### config.mk
export PLATFORM = sky130hd
export DESIGN_NAME = im_fetch_controller
export DESIGN_NICKNAME = d
export VERILOG_FILES = /design/src/rtl/simplerisc_pkg.sv /design/src/rtl/fetch_skid_buf.sv /design/src/rtl/im_fetch_controller.sv
export SDC_FILE = /design/constraint.sdc
export NUM_CORES = 1
export LEC_CHECK = 0
export CORE_MARGIN = 2
export CORE_UTILIZATION = 30
export DETAILED_ROUTE_END_ITERATION = 6
export GPL_TIMING_DRIVEN = 0
export PLACE_DENSITY = 0.61
export SYNTH_ARGS = -nofsm -noshare
export SYNTH_HDL_FRONTEND = slang
export SYNTH_SLANG_ARGS = --single-unit
export TNS_END_PERCENT = 5
### constraint.sdc
create_clock -name clka -period 1.69 [get_ports clka]
set_clock_uncertainty 0.2 [all_clocks]
set_input_delay 0.169 -clock clka [delete_from_list [all_inputs] [get_ports clka]]
set_output_delay 0.169 -clock clka [all_outputs]
set_load 0.005 [all_outputs]
### src/rtl/simplerisc_pkg.sv
// Shared definitions for the simplerisc fetch front end.
package simplerisc_pkg;

    localparam int unsigned OPCODE_W   = 5;
    localparam int unsigned OPCODE_MSB = 31;

    localparam logic [OPCODE_W-1:0] HALT_OPCODE = 5'b11111;

    typedef enum logic [1:0] {
        ST_IDLE = 2'd0,
        ST_RUN  = 2'd1,
        ST_HALT = 2'd2
    } fetch_state_e;

endpackage

### src/rtl/fetch_skid_buf.sv
// One-entry holding register for a fetched {instr, pc} while decode is stalled.
module fetch_skid_buf #(
    parameter int unsigned W = 39
) (
    input  logic         clka,
    input  logic         reset,
    input  logic         load,
    input  logic         clear,
    input  logic [W-1:0] din,
    output logic [W-1:0] dout,
    output logic         valid
);

    // Load captures a word and wins over clear; clear only drops the valid flag.
    always_ff @(posedge clka or posedge reset) begin
        if (reset) begin
            valid <= 1'b0;
            dout  <= '0;
        end else if (load) begin
            valid <= 1'b1;
            dout  <= din;
        end else if (clear) begin
            valid <= 1'b0;
        end
    end

endmodule

### src/rtl/im_fetch_controller.sv
// Fetch sequencer for a 1-cycle synchronous instruction memory: owns the PC,
// tracks the single read in flight, absorbs decode stalls and handles redirect/halt.
module im_fetch_controller #(
    parameter int unsigned                         N           = 7,
    parameter logic [N-1:0]                        RESET_PC    = '0,
    parameter logic [simplerisc_pkg::OPCODE_W-1:0] HALT_OPCODE = simplerisc_pkg::HALT_OPCODE
) (
    input  logic         clka,
    input  logic         reset,
    input  logic         start_i,
    input  logic         stall_i,
    input  logic         redirect_i,
    input  logic [N-1:0] redirect_pc_i,
    output logic [N-1:0] im_addr_o,
    input  logic [31:0]  im_data_i,
    output logic [31:0]  instr_o,
    output logic [N-1:0] instr_pc_o,
    output logic         instr_valid_o,
    output logic         halted_o
);

    import simplerisc_pkg::*;

    localparam int unsigned SKID_W = 32 + N;

    fetch_state_e state;
    logic [N-1:0] pc;
    logic [N-1:0] inflight_pc;
    logic         inflight;

    logic              skid_valid;
    logic [SKID_W-1:0] skid_q;
    logic              skid_load_c;
    logic              skid_clear_c;

    logic issue_c;
    logic accept_c;
    logic halt_take_c;

    // Address, issue decision, output mux and stall/halt qualifiers.
    always_comb begin
        im_addr_o     = redirect_i ? redirect_pc_i : pc;
        issue_c       = ((state == ST_RUN) && !stall_i)
                      || ((state == ST_IDLE) && start_i)
                      || ((state != ST_IDLE) && redirect_i);
        instr_o       = skid_valid ? skid_q[SKID_W-1:N] : im_data_i;
        instr_pc_o    = skid_valid ? skid_q[N-1:0]      : inflight_pc;
        instr_valid_o = (skid_valid || inflight) && !redirect_i && (state != ST_HALT);
        halted_o      = (state == ST_HALT);
        accept_c      = instr_valid_o && !stall_i;
        halt_take_c   = accept_c && (instr_o[OPCODE_MSB -: OPCODE_W] == HALT_OPCODE);
        skid_load_c   = stall_i && inflight && !redirect_i;
        skid_clear_c  = redirect_i || !stall_i;
    end

    // FSM, PC and in-flight read tracking; a halt squashes the younger read.
    always_ff @(posedge clka or posedge reset) begin
        if (reset) begin
            state       <= ST_IDLE;
            pc          <= RESET_PC;
            inflight    <= 1'b0;
            inflight_pc <= RESET_PC;
        end else begin
            case (state)
                ST_IDLE: if (start_i)     state <= ST_RUN;
                ST_RUN:  if (halt_take_c) state <= ST_HALT;
                ST_HALT: if (redirect_i)  state <= ST_RUN;
                default:                  state <= ST_IDLE;
            endcase
            if (issue_c) begin
                pc          <= im_addr_o + N'(1);
                inflight_pc <= im_addr_o;
            end
            inflight <= issue_c && !halt_take_c;
        end
    end

    fetch_skid_buf #(
        .W(SKID_W)
    ) u_skid (
        .clka  (clka),
        .reset (reset),
        .load  (skid_load_c),
        .clear (skid_clear_c),
        .din   ({im_data_i, inflight_pc}),
        .dout  (skid_q),
        .valid (skid_valid)
    );

endmodule

==> run summary <==
Slew Viols, Final = 0
met3 Track Usage GR = 4.37%
slew margin rel. = 66.7%
number of clock sinks = 57
startpoint types = flip-flop
Worst Path Buf+Inv = 5
Finish-stage setup viols = 43
Clock Power Share = 23.2%
clk_lat worst skew = 330 ps
crit path max fanout = 5
RSZ-0062 raised after global routing = true
failing checks = setup timing
CP required = 1320 ps
busiest layer in global routing = met2
total track usage = 13.4%
Layout Nets = 387
core area = 9680 µm²
Distinct cells, synth = 32
IO buf count = 91
share of cells above drive strength 1 = 52.0%
post-synthesis sequential area ratio = 48.1%
sequential share of power = 42.4%
detailed placer's ending HPWL = 4710 µm
number of global-route vias before repair = 2170
GR Overflow Total = 0
TritonRoute pass-1 iters = 4
number of max-cap violations = 0
Initial Util = 30.6%
Syn Area/Cell = 13.1 µm²
peak supply drop = 0.563 mV
Final Hold Fails = 0
Die Y = 103 µm
power after layout = 5.11 mW
critical path class = reg -> out
worst slew pin tran = 499 ps
pin count of the biggest net entering global routing = 58
met1 Use GR = 16.9%
area grow syn2layout = 47.1%
initial antenna violation count = 0
first-pass GRT wire length = 10800 µm
Num CTS Buffers = 9
syn_nets = 271
WL final = 6880 µm
CTS Root Cell = clkbuf_8
n_diodes = 0
combinational power share = 34.4%
status = finished with violations
Worst path slowest cell = dfrtp_1
Sw Pwr = 1.48 mW
Max Buffers Root-to-Sink = 2
P_int = 3.63 mW
Reg2Reg Setup Slack = -70 ps
I/O pins = 92
die width = 103 µm
cell with the most instances on the worst path = buf_6
Post-route DRC = 0
final core area utilization = 45.0%
Worst Setup End Kind = output port
crit path cell chain = buf_6, buf_12, buf_8, buf_16, mux2_4, buf_6
cell area power density = 1170 nW/µm²
final worst-path setup slack = -307 ps
Post-Syn Area = 2960 µm²
fin crit share = 118%
ANT nets after route = 0
met2 usage = 21.9%
crit-path max cell delay = 380 ps
FMAX = 0.501 GHz
initial drt markers = 42
Worst Path Arrival = 1630 ps
Vias per Instance = 4.54
Clk pin slew, worst setup/hold paths = 60 ps
Placer Congestion = 0.828
Syn Inst Count = 226
Avg WL per Cell = 14.4 µm
sw frac = 29.0%
Crit path max-delay family = buffers and inverters
CTS tree = built
Worst Hold Class = in -> async
P_leak = 1.86 nW
Synth Register Bits = 57
htree depth = 3
Ys Warns = 0
Vias = 2174
die area = 10700 µm²
Tmin final = 2000 ps
# rows = 36
area by class of cell:
class / instances / area [µm²]
Buffer: 13 / 160
Clock buffer: 11 / 131
Clock inverter: 4 / 45.0
Fill cell: 941 / 5330
Inverter: 7 / 30.0
Multi-Input combinational cell: 149 / 1460
Sequential cell: 57 / 1430
Tap cell: 133 / 166
Timing Repair Buffer: 105 / 936
cells in the mapped netlist:
cell type | instances | area (µm²)
or2b_1 | 1 | 7.51
and2b_1 | 1 | 7.51
buf_2 | 8 | 40.0
nand3_2 | 1 | 10.0
xnor2_1 | 4 | 35.0
nor2b_1 | 3 | 18.8
o21ai_1 | 1 | 5.00
nor3_2 | 1 | 10.0
mux2i_1 | 6 | 60.1
o32ai_4 | 1 | 27.5
o2bb2ai_1 | 2 | 17.5
ha_1 | 1 | 12.5
o21ai_0 | 11 | 55.1
dfrtp_1 | 57 | 1430
xor2_1 | 1 | 8.76
nor2_1 | 1 | 3.75
o21ai_2 | 1 | 8.76
mux2_4 | 1 | 15.0
buf_12 | 1 | 20.0
nand3b_1 | 1 | 7.51
nand4_4 | 1 | 21.3
a21oi_1 | 1 | 5.00
nand4_1 | 3 | 18.8
buf_6 | 3 | 33.8
buf_4 | 1 | 7.51
nand3_1 | 3 | 15.0
a22oi_2 | 2 | 25.0
nand4b_1 | 3 | 26.3
nand2_1 | 15 | 56.3
inv_1 | 7 | 26.3
mux2_2 | 82 | 923
nor3b_1 | 1 | 7.51
power by group through the flow:
stage	Combinational, mW	Sequential, mW	Clock [mW]
2_1_floorplan	1.03	2.08	0
3_3_place_gp	1.78	2.14	0
3_5_place_dp	1.80	2.17	0
4_1_cts	1.82	2.16	1.24
5_1_grt	1.93	2.24	1.31
6_report	1.76	2.17	1.19
final timing paths:
path	startpoint	to	cells past startpoint
worst max register to register	u_skid.valid	inflight	7
worst max-delay path	u_skid.valid	instr_pc_o[1]	6
worst min-delay path	reset	u_skid.dout[14]	2
min in group clka	redirect_i	state[1]	3
max in group asynchronous	reset	state[0]	3
worst min register to register	inflight_pc[3]	inflight_pc[3]	2
sequential cells by signal, summed over array words and instances, names as in the netlist:
signal,count
u_skid.valid,1
inflight_pc,7
inflight,1
pc,7
u_skid.dout,39
state,2
cell usage in the layout (no fill, tap or decap), types with 6 or more instances in the layout:
| cell | count |
|---|---|
| o21ai_0 | 8 |
| nand2_1 | 15 |
| buf_2 | 12 |
| dfrtp_1 | 54 |
| mux2_2 | 78 |
| buf_4 | 9 |
| buf_6 | 7 |
| clkbuf_2 | 27 |
| clkdlybuf4s50_1 | 41 |
| buf_12 | 6 |
| clkbuf_8 | 9 |
through the flow:
stage                     cell area, µm²  instances  setup TNS [ps]  hold slack [ps]  worst slack [ps]
after floorplan                     2970        226               0             55.8              22.0
after global placement              4040        450          -34880              275              -688
after detailed placement            4040        450          -35080              287              -717
after CTS                           4440        478          -10500             45.7              -310
after global routing                4360        479           -9840             18.4              -359
final                               4360        479           -7150            0.868              -307
cell families (layout without fill, tap and decap cells):
family          after synthesis  after routing  share of synthesized area (%)
simple gates                 35             35                           7.09
xor+xnor                      5              5                           1.48
buf+inv                      20            140                           4.31
mux                          89             89                           33.7
flops                        57             57                           48.1
compound gates               19             19                           4.86
fa+ha+maj                     1              1                          0.422
timing repair:
| action | CTS | global route |
|---|---|---|
| cloned | 3 | 0 |
| resized for setup | 149 | 45 |
| buffers inserted | 10 | 0 |
| setup endpoints to repair | 65 | 70 |
| hold buffers | 0 | 0 |
| pin swaps | 2 | 2 |
per-layer routing:
metal / vias to the layer above / share of wire (%)
li1: 1040 / -
met1: 1069 / 44
met2: 60 / 50
met3: 5 / 4.9
met4: 0 / 0.96
met5: - / 0
Power figures use the tool's default switching activity.
